--- src/rtl/pc_sequencer.sv ---
`timescale 1ns/1ps
// pc_sequencer: fetch-stage program counter with prioritised next-PC selection
// (branch > jump > RAS return > stall > sequential) and a circular
// return-address stack.
//
// Ports
//   Clk, Reset       rising-edge clock, asynchronous active-low reset
//   Stall            hold the PC unless a redirect is requested
//   BranchTaken/BranchTarget, Jump/JumpTarget   redirect requests
//   Ret              pop RAS and redirect to the popped address
//   Push/PushAddr    push a return address onto the RAS
//   PCResult         registered current PC
//   PCAddResult      PCResult + INCR (combinational)
//   Misaligned       PCResult not a multiple of INCR (combinational)
//   RasEmpty/RasFull RAS occupancy flags
//   RasOverflow/RasUnderflow  sticky error flags, cleared only by reset
module pc_sequencer #(
   parameter int unsigned      WIDTH     = 32,
   parameter int unsigned      INCR      = 4,
   parameter logic [WIDTH-1:0] RESET_VEC = '0,
   parameter int unsigned      RAS_DEPTH = 4
) (
   input  logic             Clk,
   input  logic             Reset,
   input  logic             Stall,
   input  logic             BranchTaken,
   input  logic [WIDTH-1:0] BranchTarget,
   input  logic             Jump,
   input  logic [WIDTH-1:0] JumpTarget,
   input  logic             Ret,
   input  logic             Push,
   input  logic [WIDTH-1:0] PushAddr,
   output logic [WIDTH-1:0] PCResult,
   output logic [WIDTH-1:0] PCAddResult,
   output logic             Misaligned,
   output logic             RasEmpty,
   output logic             RasFull,
   output logic             RasOverflow,
   output logic             RasUnderflow
);

   localparam int unsigned      PTR_W      = $clog2(RAS_DEPTH);
   localparam int unsigned      CNT_W      = $clog2(RAS_DEPTH + 1);
   localparam logic [WIDTH-1:0] INCR_V     = WIDTH'(INCR);
   localparam logic [WIDTH-1:0] ALIGN_MASK = WIDTH'(INCR - 1);
   localparam logic [CNT_W-1:0] CNT_MAX    = CNT_W'(RAS_DEPTH);

   logic [WIDTH-1:0] pc_q, pc_d;
   logic [WIDTH-1:0] ras_mem [RAS_DEPTH];
   logic [PTR_W-1:0] top_q, top_d, wr_ptr;
   logic [CNT_W-1:0] count_q, count_d;
   logic             ovf_q, ovf_d, unf_q, unf_d;
   logic             ras_write, pop_ok;

   // Occupancy flags straight from the registered count
   assign RasEmpty     = (count_q == '0);
   assign RasFull      = (count_q == CNT_MAX);
   assign RasOverflow  = ovf_q;
   assign RasUnderflow = unf_q;

   // Zero-latency views of the current PC
   assign PCResult    = pc_q;
   assign PCAddResult = pc_q + INCR_V;
   assign Misaligned  = ((pc_q & ALIGN_MASK) != '0);

   // RAS bookkeeping; runs whether or not Ret wins the redirect priority
   always_comb begin
      top_d     = top_q;
      count_d   = count_q;
      ovf_d     = ovf_q;
      unf_d     = unf_q;
      ras_write = 1'b0;
      pop_ok    = 1'b0;
      wr_ptr    = top_q + PTR_W'(1);
      if (Push && Ret && !RasEmpty) begin
         // Swap: return to the old top, replace it with the new address
         ras_write = 1'b1;
         wr_ptr    = top_q;
         pop_ok    = 1'b1;
      end else if (Push) begin
         // A full stack silently drops its oldest entry (circular overwrite)
         ras_write = 1'b1;
         top_d     = top_q + PTR_W'(1);
         if (RasFull) ovf_d = 1'b1;
         else         count_d = count_q + CNT_W'(1);
         if (Ret)     unf_d = 1'b1;
      end else if (Ret) begin
         if (RasEmpty) begin
            unf_d = 1'b1;
         end else begin
            pop_ok  = 1'b1;
            top_d   = top_q - PTR_W'(1);
            count_d = count_q - CNT_W'(1);
         end
      end
   end

   // Next-PC priority mux
   always_comb begin
      pc_d = pc_q + INCR_V;
      if (BranchTaken)     pc_d = BranchTarget;
      else if (Jump)       pc_d = JumpTarget;
      else if (pop_ok)     pc_d = ras_mem[top_q];
      else if (Stall)      pc_d = pc_q;
   end

   // PC, pointers and sticky flags
   always_ff @(posedge Clk or negedge Reset) begin
      if (!Reset) begin
         pc_q    <= RESET_VEC;
         top_q   <= '0;
         count_q <= '0;
         ovf_q   <= 1'b0;
         unf_q   <= 1'b0;
      end else begin
         pc_q    <= pc_d;
         top_q   <= top_d;
         count_q <= count_d;
         ovf_q   <= ovf_d;
         unf_q   <= unf_d;
      end
   end

   // Entry storage has no reset; writes are suppressed while in reset
   always_ff @(posedge Clk) begin
      if (Reset && ras_write) ras_mem[wr_ptr] <= PushAddr;
   end

endmodule

--- config.mk ---
export PLATFORM = sky130hd
export DESIGN_NAME = pc_sequencer
export DESIGN_NICKNAME = d
export VERILOG_FILES = /design/src/rtl/pc_sequencer.sv
export SDC_FILE = /design/constraint.sdc
export NUM_CORES = 1
export LEC_CHECK = 0
export ABC_AREA = 1
export CAP_MARGIN = 20
export CORE_AREA = 2 2 138 140
export DETAILED_ROUTE_END_ITERATION = 7
export DIE_AREA = 0 0 140 142
export HOLD_SLACK_MARGIN = 0.15
export PLACE_DENSITY_LB_ADDON = 0.1
export SYNTH_ARGS = -nofsm -noshare
export SYNTH_HDL_FRONTEND = slang
export SYNTH_SLANG_ARGS = --single-unit
--- constraint.sdc ---
create_clock -name Clk -period 3.1 [get_ports Clk]
set_clock_uncertainty 0.2 [all_clocks]
set_input_delay 0.62 -clock Clk [delete_from_list [all_inputs] [get_ports Clk]]
set_output_delay 0.62 -clock Clk [all_outputs]
set_load 0.005 [all_outputs]
After elaboration in Yosys (flattened, before gate mapping)
Memory sizes are Yosys's and may differ from the RTL's.
Cells that the tools add are included.
{"block": "classes", "addsub": 5, "n_eq_ne": 4, "mux": 24, "bitwise_logic": 1, "reduce_logical": 12}
{"cell": "32-bit two-way mux", "n": 4}
{"cell": "32-bit by 3-bit adder with 32-bit output (second input constant)", "n": 1}
{"cell": "32-bit nonzero test", "n": 1}
{"cell": "1-bit two-way mux", "n": 12}
{"cell": "3-bit two-way mux", "n": 4}
{"cell": "3-bit AND reduction", "n": 3}
{"cell": "2-bit two-way mux", "n": 4}
{"cell": "2-bit inequality test (second input constant)", "n": 2}
{"cell": "4-bit by 1-bit inequality test with 1-bit output (second input constant)", "n": 1}
{"cell": "4-bit AND reduction", "n": 1}
{"cell": "2-bit nonzero test", "n": 2}
{"cell": "3-bit by 1-bit adder with 3-bit output (second input constant)", "n": 1}
{"cell": "3-bit == test (second input constant)", "n": 1}
{"cell": "1-bit logical AND", "n": 3}
{"cell": "3-bit logical NOT", "n": 1}
{"cell": "3-bit by 1-bit subtractor with 3-bit output (second input constant)", "n": 1}
{"cell": "2-bit by 1-bit adder with 2-bit output (second input constant)", "n": 1}
{"cell": "2-bit by 1-bit subtractor with 2-bit output (second input constant)", "n": 1}
{"cell": "1-bit logical NOT", "n": 1}
{"cell": "1-bit inverter", "n": 1}
{"block": "totals", "regBits": 39, "ramBits": 128, "in_bits": 103, "out_inout_bits": 69, "word_cells": 52, "n_memories": 1}
{"memory": "ras_mem", "words": 4, "width": 32, "rd": 1, "rd_clocked_by_memory_dff": 0, "write_ports": 1, "line_no": "49", "text": "logic [WIDTH-1:0] ras_mem [RAS_DEPTH];"}

Depth between registers and ports, before layout
{"block": "logic_depth", "depth_word": 8, "mapped_depth": 12, "mapped_depth_nobuf": 11}

Least setup slack after synthesis
Ideal clock, no wire load.
{"block": "synth_path", "path_type": "flip-flop to flip-flop", "from": "reg top_q[0]", "to": "mem ras_mem[2][0] (enable)", "setup_time_ps": 421, "arrival_time_ps": 2524, "t_required_ps": 2479, "slack_ps": -45, "stages_incl_launch_ff": 8, "period_less_slack_ps": 3145, "cell_sequence": "dfrtp_1 -> buf_4 -> buf_2 -> xor2_1 -> nand2_1 -> o21ai_0 -> nand3_1 -> nor2_1"}
{"block": "synth_between", "elab_chain_len": 2}
{"item": "start: declaration", "line_no": "50", "text": "logic [PTR_W-1:0] top_q, top_d, wr_ptr;"}
{"item": "start signal: assignment", "line_no": "117", "text": "top_q <= top_d;"}
{"item": "2-bit by 1-bit adder with 2-bit output", "line_no": "74", "text": "wr_ptr = top_q + PTR_W'(1);"}
{"item": "2-bit two-way mux *", "line_no": "75", "text": "if (Push && Ret && !RasEmpty) begin"}
{"item": "end: declaration", "line_no": "49"}
Mark *: on every way between the ends. The rest lies on a longest branch, timed or not.

Worst setup path after layout
{"block": "layout_path", "from": "reg pc_q[3] (netlist: PCResult[3])", "to": "out PCAddResult[10]"}
{"block": "layout_between", "elab_chain_len": 1}
{"item": "start: declaration", "line_no": "48", "text": "logic [WIDTH-1:0] pc_q, pc_d;"}
{"item": "start signal: assignment", "line_no": "116", "text": "pc_q <= pc_d;"}
{"item": "32-bit by 3-bit adder with 32-bit output", "line_no": "63", "text": "assign PCAddResult = pc_q + INCR_V;"}
{"item": "end: declaration", "line_no": "34", "text": "output logic [WIDTH-1:0] PCAddResult,"}
Every way passes these cells.

==> run_results.csv <==
group,metric,value,unit
status,status,"complete, but fails checks",
status,violations,"design-rule violations",
power,p_leak,4.924,nW
synthesis,synth_largest_area_cell,"edfxtp_1",
floorplan,die_w,140,µm
timing,final-setup-viol-count,0,
flow_run,cap_violations,0,
setup_path,reg2reg_depth,8,
setup_path,critPathLaunchType,"flip-flop",
clock_tree,cts_sinks,167,
floorplan,num_rows,50,
clock_tree,htreeDepth,4,
global_routing,grt_max_degree,65,
floorplan,start_util,0.4628,
placement,portBuffers,171,
final_layout,nNetsFinal,1319,
placement,place_ws,0.2043,ns
power,finalPower,7.852,mW
final_layout,final_common_cell,"nand2_1",
clock_tree,clock_path_buffers,2,
final_layout,final_cell_mix,"nand2_1 (371), clkdlybuf4s50_1 (162), edfxtp_1 (128)",
timing,max_freq,331.7,MHz
route,firstDrtPassIters,7,
route,wl_per_cell,16.08,µm
timing,grt_setup_unrepaired,"false",
route,vias_per_cell,5.024,
clock_tree,cts_buffers,17,
setup_path,crit_required,2.28,ns
final_layout,fill_cells,1586,
power,ir_drop,0.5855,mV
synthesis,ys_seq_area_frac,0.5643,
route,postRouteAntennaNets,0,
timing,post-route-min-period,3.015,ns
synthesis,synth.area.top_cells,"edfxtp_1 (45%), nand2_1 (17%), dfrtp_1 (11%)",
synthesis,syn-instance-count,1027,
floorplan,die_y,142,µm
timing,worst_slack,0.08519,ns
placement,place_congestion,0.9542,
synthesis,synth.distinct_cells,35,
route,route.vias.total,7340,
setup_path,endpoint_kind,"primary output",
setup_path,startpoint,"PCResult[3]",
final_layout,insertedDiodeCount,0,
min_path,hp-class,"flip-flop to flip-flop",
setup_path,crit_type,"flip-flop to primary output",
clock_tree,clk_pin_slew,0.07,ns
floorplan,dieArea,0.01988,mm²
synthesis,yosysWarnings,0,
power,powerDensity,689.8,mW/mm²
route,wirelength,23500,µm
clock_tree,cts_root_buf,"clkbuf_16",
timing,finalHoldViolCount,0,
global_routing,antenna_found_initial,0,
route,drt-initial-drc-count,574,
timing,max_slew.worst_pin.slew,0.6706,ns
setup_path,r2r_start,"count_q[0]",
synthesis,ys_seq_elements,167,
global_routing,grt_pass1_vias,6703,
min_path,whs_path_depth,1,
floorplan,core_area,0.01846,mm²
floorplan,num_io_pins,172,
global_routing,grt-ovfl-total,0,
setup_path,crit_path_max_fanout,6,
timing,slew_viol_final,0,
synthesis,postSynthAreaPerCell,8.316,µm²
setup_path,crit_arrival,2.19,ns
synthesis,yosysTopAreaCellShare,0.4500,
timing,relSlewSlack,0.5529,
placement,dpl.hpwl,16620,µm
final_layout,drive_above_1_share,0.1043,
timing,period_share,0.9725,
min_path,worstHoldStart,"RasUnderflow",
synthesis,mappedNetlistArea,0.008541,mm²
synthesis,synth_nets,1132,
global_routing,grt_usage,0.2360,
clock_tree,clk_latency,0.42,ns
route,drc,18,
final_layout,syn2layout_area_growth,33.27,%
global_routing,grt_pass1_wl,36280,µm
clock_tree,cts_tree,"done",
cell type report:
cell class	count	area, µm²	area share
inverters	106	400.4	0.03518
clock inverters	14	117.6	0.01033
flip-flops and latches	167	4838	0.4251
clock buffers	18	429.2	0.03770
multi-input cells	711	3204	0.2815
well taps	234	292.8	0.02572
repair buffers	211	2100	0.1845
registers in the layout (all words and copies together) (netlist names):
name / flops
top_q: 2
RasUnderflow: 1
ras_mem: 128
RasOverflow: 1
count_q: 3
PCResult: 32
Yosys cell counts:
master / instances
a21oi_1: 35
a31o_2: 1
a31oi_1: 2
and2_1: 12
buf_2: 23
buf_4: 3
buf_6: 2
clkbuf_1: 15
clkinv_1: 1
dfrtp_1: 39
edfxtp_1: 128
fa_1: 1
ha_1: 1
inv_1: 103
inv_2: 1
inv_4: 1
mux2i_1: 1
nand2_1: 376
nand2_2: 4
nand2_4: 2
nand3_1: 57
nand3b_1: 7
nand4_1: 1
nor2_1: 120
nor2_2: 6
nor3_1: 1
nor4_1: 1
o2111ai_1: 1
o21ai_0: 51
o21ai_1: 4
o21bai_1: 2
o22ai_1: 9
or2_2: 3
xnor2_1: 4
xor2_1: 9
cells by family (layout without fill, tap and decap cells):
family                     after synthesis  in the layout  share of synthesized area
AOI/OAI and AO/OA                      105            105                    0.06460
xor gates and xnor gates                13             13                    0.01333
adders and majority gates                2              2                   0.003809
buffers and inverters                  149            349                    0.07222
DFF                                    167            167                     0.5643
muxes                                    1              1                   0.001172
and+or+nand+nor                        590            590                     0.2805
through the flow:
step	area (µm²)	TNS, ns	hold WS (ns)	cells	utilization
2_1_floorplan	8543	-3.241	0.1244	1027	-
3_3_place_gp	10590	0	0.2548	1416	0.5737
3_5_place_dp	10620	0	0.2636	1417	0.5752
4_1_cts	11260	-0.0004474	0.2830	1455	0.6103
5_1_grt	11380	0	0.3136	1461	0.6167
6_report	11380	0	0.2784	1461	0.6167
critical path: stages, from the launching register on:
cell and delay, ns:
dfrtp_1 0.39, ha_2 0.20, inv_1 0.12, nor2_4 0.05, nand2_2 0.09, buf_4 0.17, xor2_1 0.23, inv_1 0.07
clkdlybuf4s50_1 0.44
timing repair:
item / 4_1_cts / 5_1_grt
pin swaps: 3 / 5
hold buffers: 1 / 0
cloned: 0 / 0
resized for setup: 21 / 33
setup buffers: 5 / 6
hold endpoints to repair: 35 / 0
setup endpoints to repair: 18 / 19
power breakdown:
part	switching, mW	internal (mW)
Clock	0.914	1.05
Sequential	0.220	2.81
Combinational	1.71	1.15
metal layers:
metal  global-route usage  routed length (µm)  share of wire
met2               0.3640               10640           0.45
met4              0.06273                 354          0.015
met5                    0                   0              0
met1               0.3470               11000           0.47
met3              0.04341                1511          0.064
final timing paths:
kind | slack (ns) | end
hold reg to reg | 0.28 | RasUnderflow
setup reg to reg | 0.78 | ras_mem[3][30]
max in group asynchronous | 1.53 | PCResult[14]
hold / removal | 0.28 | RasUnderflow
setup / recovery | 0.09 | PCAddResult[10]
min in group asynchronous | 0.77 | PCResult[19]
Power figures use the tool's default switching activity.
==> edit 1, RTL diff (config.mk and constraints unchanged) <==
Change the parameter `WIDTH` from 32 to 28.
--- a/src/rtl/pc_sequencer.sv
+++ b/src/rtl/pc_sequencer.sv
@@ -16,5 +16,5 @@
 //   RasOverflow/RasUnderflow  sticky error flags, cleared only by reset
 module pc_sequencer #(
-   parameter int unsigned      WIDTH     = 32,
+   parameter int unsigned      WIDTH     = 28,
    parameter int unsigned      INCR      = 4,
    parameter logic [WIDTH-1:0] RESET_VEC = '0,
Ports: changed (5 resized); port bits go from 172 to 152. No check against the original RTL was run, so the function may have changed too.
==> edit 1 against the unedited design <==
  * The run still ends with design-rule violations left
  * Wire length is 11% lower
  * Synthesized cell count is 14% lower
  * Via count is 15% lower
  * Sequential cell count is 20 lower
  * Sequential power is 12% lower
  * Sequential share of layout area is 0.70 points lower
  * Area after synthesis is 10% lower
  * Worst setup slack worse by 0.041 ns
  * Combinational power is 11% lower
  * Power is 7.9% lower
  * Design area is 11% lower
  * Non-clock buffer count is 33 lower
  * Maximum frequency is 1.3% lower
  * Critical path type unchanged
  * Largest power group unchanged
  * Highest routed layer unchanged
==> edit 1: results (changes against the unedited design) <==
\begin{tabular}{lr}
\hline
Metric & Value \\
\hline
\multicolumn{2}{l}{\textbf{Placed design}} \\
\quad Estimated wirelength of the detail-placed design & 14600 µm (-12\%) \\
\quad Placed instance area & 9460 µm² (-11\%) \\
\quad Number of I/O port buffers & 151 (-12\%) \\
\quad Placer congestion estimate & 0.889 (-6.8\%) \\
\quad Place WS & 0.299 ns (+0.0947 ns) \\
\quad Total placed cells including tap cells & 1253 (-12\%) \\
\multicolumn{2}{l}{\textbf{Setup path}} \\
\quad Worst endpoint data arrival time & 2.24 ns (+0.05 ns) \\
\quad Highest net fanout along the worst path & 5 (-1) \\
\multicolumn{2}{l}{\textbf{Yosys}} \\
\quad Post-synth EDFFs & 112 (-13\%) \\
\quad Cells taking the most area after synthesis & edfxtp\_1 44\%, nand2\_1 15\%, dfrtp\_1 11\% \\
\quad Gate Count Post-Synth & 888 (-14\%) \\
\quad Syn nets & 981 (-13\%) \\
\quad Post-synthesis async set-or-reset flop share & 23.8\% (+0.46 points) \\
\quad Library cells used by synthesis & 41 (+17\%) \\
\quad Register area share after synthesis & 55.2\% (-1.3 points) \\
\quad Leading cell types by count after synthesis & 299 x nand2\_1, 112 x edfxtp\_1, 94 x inv\_1 \\
\multicolumn{2}{l}{\textbf{Global route}} \\
\quad Vias in the first global route & 5861 (-13\%) \\
\quad Overall global routing resource usage & 21.5\% (-2.1 points) \\
\quad First-pass GRT wire length & 32500 µm (-10\%) \\
\multicolumn{2}{l}{\textbf{Run status}} \\
\quad Failing checks & design-rule violations \\
\quad Status & finished with violations \\
\multicolumn{2}{l}{\textbf{Route}} \\
\quad Detailed-route vias per instance & 4.82 (-4.1\%) \\
\quad Pre-Repair DR Iteration Count & 8 (+1) \\
\quad Routed wire per std cell & 16.1 µm (+0.33\%) \\
\quad Total wirelength of the detailed-routed design & 20900 µm (-11\%) \\
\quad Number of DRC markers after the initial detailed-route iteration & 441 (-23\%) \\
\quad DRC violation count after routing & 17 (-1) \\
\multicolumn{2}{l}{\textbf{STA}} \\
\quad Worst Tran Pin Value & 0.691 ns (+0.0201 ns) \\
\multicolumn{2}{l}{\textbf{Power}} \\
\quad Leak Pwr & 4.39 nW (-11\%) \\
\quad Switch Pwr & 2.53 mW (-11\%) \\
\quad Peak ir drop on the vdd network & 0.452 mV (-23\%) \\
\multicolumn{2}{l}{\textbf{Cells and area}} \\
\quad Flip-flop count of the largest register, all copies and words added & 112 (-13\%) \\
\quad Fraction of layout instances using a drive strength above 1 & 10.8\% (+0.41 points) \\
\multicolumn{2}{l}{\textbf{Clock network}} \\
\quad Maximum level of the CTS H-tree & 4 (unchanged) \\
\hline
\end{tabular}
-- edit 1: cells by family (layout without fill, tap and decap cells) --
group | after synthesis | after routing | share of synthesized area (%)
XOR/XNOR | 13 | 13 | 1.58
buffers and inverters | 134 | 307 | 7.60
flip-flops | 147 | 147 | 55.2
adder cells (fa/ha/maj) | 2 | 2 | 0.423
multiplexers | 1 | 1 | 0.130
AND/OR/NAND/NOR | 500 | 500 | 28.7
AO/OA/AOI/OAI | 91 | 91 | 6.37
-- edit 1: layout make-up --
class,instances,area (µm²)
Fill cell,1696,8300
Inverter,97,365
Clock buffer,19,433
Multi-Input combinational cell,607,2890
Sequential cell,147,4250
Timing Repair Buffer,178,1780
Clock inverter,13,149
Tap cell,234,293
-- edit 1: power by group through the flow --
stage | registers, mW | logic (mW) | clock network [mW]
2_1_floorplan | 2.67 | 1.50 | 0
3_3_place_gp | 2.70 | 2.50 | 0
3_5_place_dp | 2.71 | 2.50 | 0
4_1_cts | 2.67 | 2.53 | 2.07
5_1_grt | 2.70 | 2.82 | 2.15
6_report | 2.67 | 2.54 | 2.03
-- edit 1: timing repair --
| action | CTS | global route |
|---|---|---|
| setup buffers | 4 | 5 |
| resized for setup | 4 | 11 |
| setup endpoints to repair | 8 | 12 |
| endpoints found under the hold margin | 35 | 0 |
| hold buffers | 1 | 0 |
| pin swaps | 2 | 8 |
-- edit 1: final timing paths --
| check | endpoint | slack, ns | cells after the start | startpoint |
|---|---|---|---|---|
| min in group asynchronous | PCResult[23]$_DFFE_PN0P_ | 0.73 | 3 | Reset |
| hold reg to reg | RasUnderflow$_DFFE_PN0P_ | 0.28 | 1 | RasUnderflow$_DFFE_PN0P_ |
| hold / removal | RasUnderflow$_DFFE_PN0P_ | 0.28 | 1 | RasUnderflow$_DFFE_PN0P_ |
| setup reg to reg | ras_mem[1][18]$_DFFE_PP_ | 0.87 | 8 | count_q[0]$_DFFE_PN0P_ |
| setup / recovery | PCAddResult[19] | 0.04 | 7 | PCResult[3]$_DFFE_PN0P_ |
| max in group asynchronous | PCResult[19]$_DFFE_PN0P_ | 1.61 | 3 | Reset |
-- edit 1: routing by layer --
metal,track usage (%),share of wire (%)
met2,34.4,46
met4,6.01,1.4
met3,3.97,4.6
met1,30.3,48
met5,0,0
-- edit 1: worst max-delay path, cell delays in order (launching register included) --
cell and delay (ns):
dfrtp_1 0.37, buf_4 0.15, nand2_2 0.06, nor2_4 0.20, nand3b_2 0.15, o21bai_1 0.20
and2_1 0.18, clkdlybuf4s50_1 0.51
==> edit 2, RTL diff (same flow settings) <==
Without the edit above. Reset style: synchronous (`Reset`), changed in one clocked block. Comments in the files are not updated.
--- a/src/rtl/pc_sequencer.sv
+++ b/src/rtl/pc_sequencer.sv
@@ -106,5 +106,5 @@
 
    // PC, pointers and sticky flags
-   always_ff @(posedge Clk or negedge Reset) begin
+   always_ff @(posedge Clk) begin
       if (!Reset) begin
          pc_q    <= RESET_VEC;
Check against the original RTL: differs if Reset is asserted again (counterexample within 4 cycles, from zero or initial values and one cycle with Reset low); with Reset held inactive, the same outputs for 4 cycles.
==> edit 2 against the unedited design <==
  * Sequential cell count rose by 2
  * Worst setup slack improved by 0.013 ns
  * Wire length down 3.7%
  * Non-clock buffer count fell by 16
  * Critical endpoint is now PCAddResult[15]
  * Final cell count fell by 5.3%
  * Design area decreased by 2.7%
  * Die area unchanged
  * The flow still finishes with violations (design-rule violations)
  * Largest power group unchanged
  * Power down 13%
  * Highest routed layer unchanged
  * Register-to-register slack improved by 0.05 ns
  * Area after synthesis shrank 3.1%
  * Via count shrank 3.7%
  * Synthesized cell count fell by 5.7%
  * Largest cell class unchanged
==> edit 2: results (changes against the unedited design) <==
\begin{tabular}{lr}
\hline
Metric & Value \\
\hline
\multicolumn{2}{l}{\textbf{Run status}} \\
\quad Status & finished with violations \\
\quad Failing checks & design-rule violations \\
\multicolumn{2}{l}{\textbf{Yosys}} \\
\quad Post-synthesis compound-gate area fraction & 10.9\% (+4.5 points) \\
\quad Post-synthesis async set-or-reset flop share & 0\% (-23 points) \\
\quad Cells taking the most area after synthesis & edfxtp\_1 46\%, nand2\_1 16\%, dfxtp\_1 9.9\% \\
\quad Library cells used by synthesis & 38 (+8.6\%) \\
\quad Leading cell types by count after synthesis & 345 x nand2\_1, 128 x edfxtp\_1, 98 x o21ai\_0 \\
\quad Fraction of synthesized area in multiplexers & 0\% (-0.12 points) \\
\multicolumn{2}{l}{\textbf{Setup path}} \\
\quad Family with the most delay on the worst path & simple AND/OR/NAND/NOR gates \\
\multicolumn{2}{l}{\textbf{Route}} \\
\quad Routed wire per std cell & 16.4 µm (+1.7\%) \\
\quad Met3 WL & 1210 µm (-20\%) \\
\quad Pre-Repair DR Iteration Count & 8 (+1) \\
\quad Wire length on met2 & 10300 µm (-3.4\%) \\
\quad Number of DRC markers after the initial detailed-route iteration & 641 (+12\%) \\
\quad Detailed-route vias per instance & 5.11 (+1.8\%) \\
\quad DRC violation count after routing & 21 (+3) \\
\multicolumn{2}{l}{\textbf{Global route}} \\
\quad GRT met3 Usage & 3.80\% (-0.54 points) \\
\quad First-pass GRT wire length & 35500 µm (-2.2\%) \\
\quad Met2 layer usage reported by global route & 36.5\% (+0.10 points) \\
\quad Overall global routing resource usage & 23.0\% (-0.60 points) \\
\quad Vias in the first global route & 6608 (-1.4\%) \\
\multicolumn{2}{l}{\textbf{Placed design}} \\
\quad Estimated wirelength of the detail-placed design & 15400 µm (-7.3\%) \\
\quad Place WS & 0.203 ns (-0.00154 ns) \\
\multicolumn{2}{l}{\textbf{Cells and area}} \\
\quad Number of signal-net buffers in the layout & 195 (-7.6\%) \\
\quad Layout inverter count without the clock tree & 52 (-51\%) \\
\quad FILL cells & 1619 (+2.1\%) \\
\quad Number of nets in the layout & 1241 (-5.9\%) \\
\quad Count of multi-input combinational gates & 701 (-1.4\%) \\
\quad Multi-input logic portion of the cell area & 29.9\% (+1.8 points) \\
\multicolumn{2}{l}{\textbf{Clock network}} \\
\quad Post-CTS setup buffers & 3 (-2) \\
\quad Count of instances resized after the clock tree is built & 26 (+24\%) \\
\quad Clock net sink count & 169 (+1.2\%) \\
\multicolumn{2}{l}{\textbf{Power}} \\
\quad Internal cell power & 4.65 mW (-7.2\%) \\
\quad Total combinational power & 1.78 mW (-38\%) \\
\quad Peak ir drop on the vdd network & 0.445 mV (-24\%) \\
\quad Part of the power in registers & 41.9\% (+3.3 points) \\
\quad Leak Pwr & 4.39 nW (-11\%) \\
\hline
\end{tabular}
==> edit 2: cell types whose count changed after synthesis, moves of 4 or more <==
cell      delta
nand2_1     -31
nand3b_1     +5
buf_2        -6
nand3_1     -29
inv_1       -54
o21ai_0     +47
dfrtp_1     -39
dfxtp_1     +41
clkbuf_1     +6
a21oi_1     +15
nor2_1      -25
o22ai_1      -4
o21ai_2      +5
==> edit 2: final timing paths <==
path | from | endpoint | slack, ns | cells after the start
min | RasUnderflow$_SDFFE_PN0P_ | RasUnderflow$_SDFFE_PN0P_ | 0.27 | 2
min reg2reg | RasUnderflow$_SDFFE_PN0P_ | RasUnderflow$_SDFFE_PN0P_ | 0.27 | 2
max reg2reg | count_q[0]$_SDFFE_PN0P_ | ras_mem[2][24]$_DFFE_PP_ | 0.83 | 10
max | PCResult[12]$_SDFFE_PN0P_ | PCAddResult[15] | 0.1 | 6
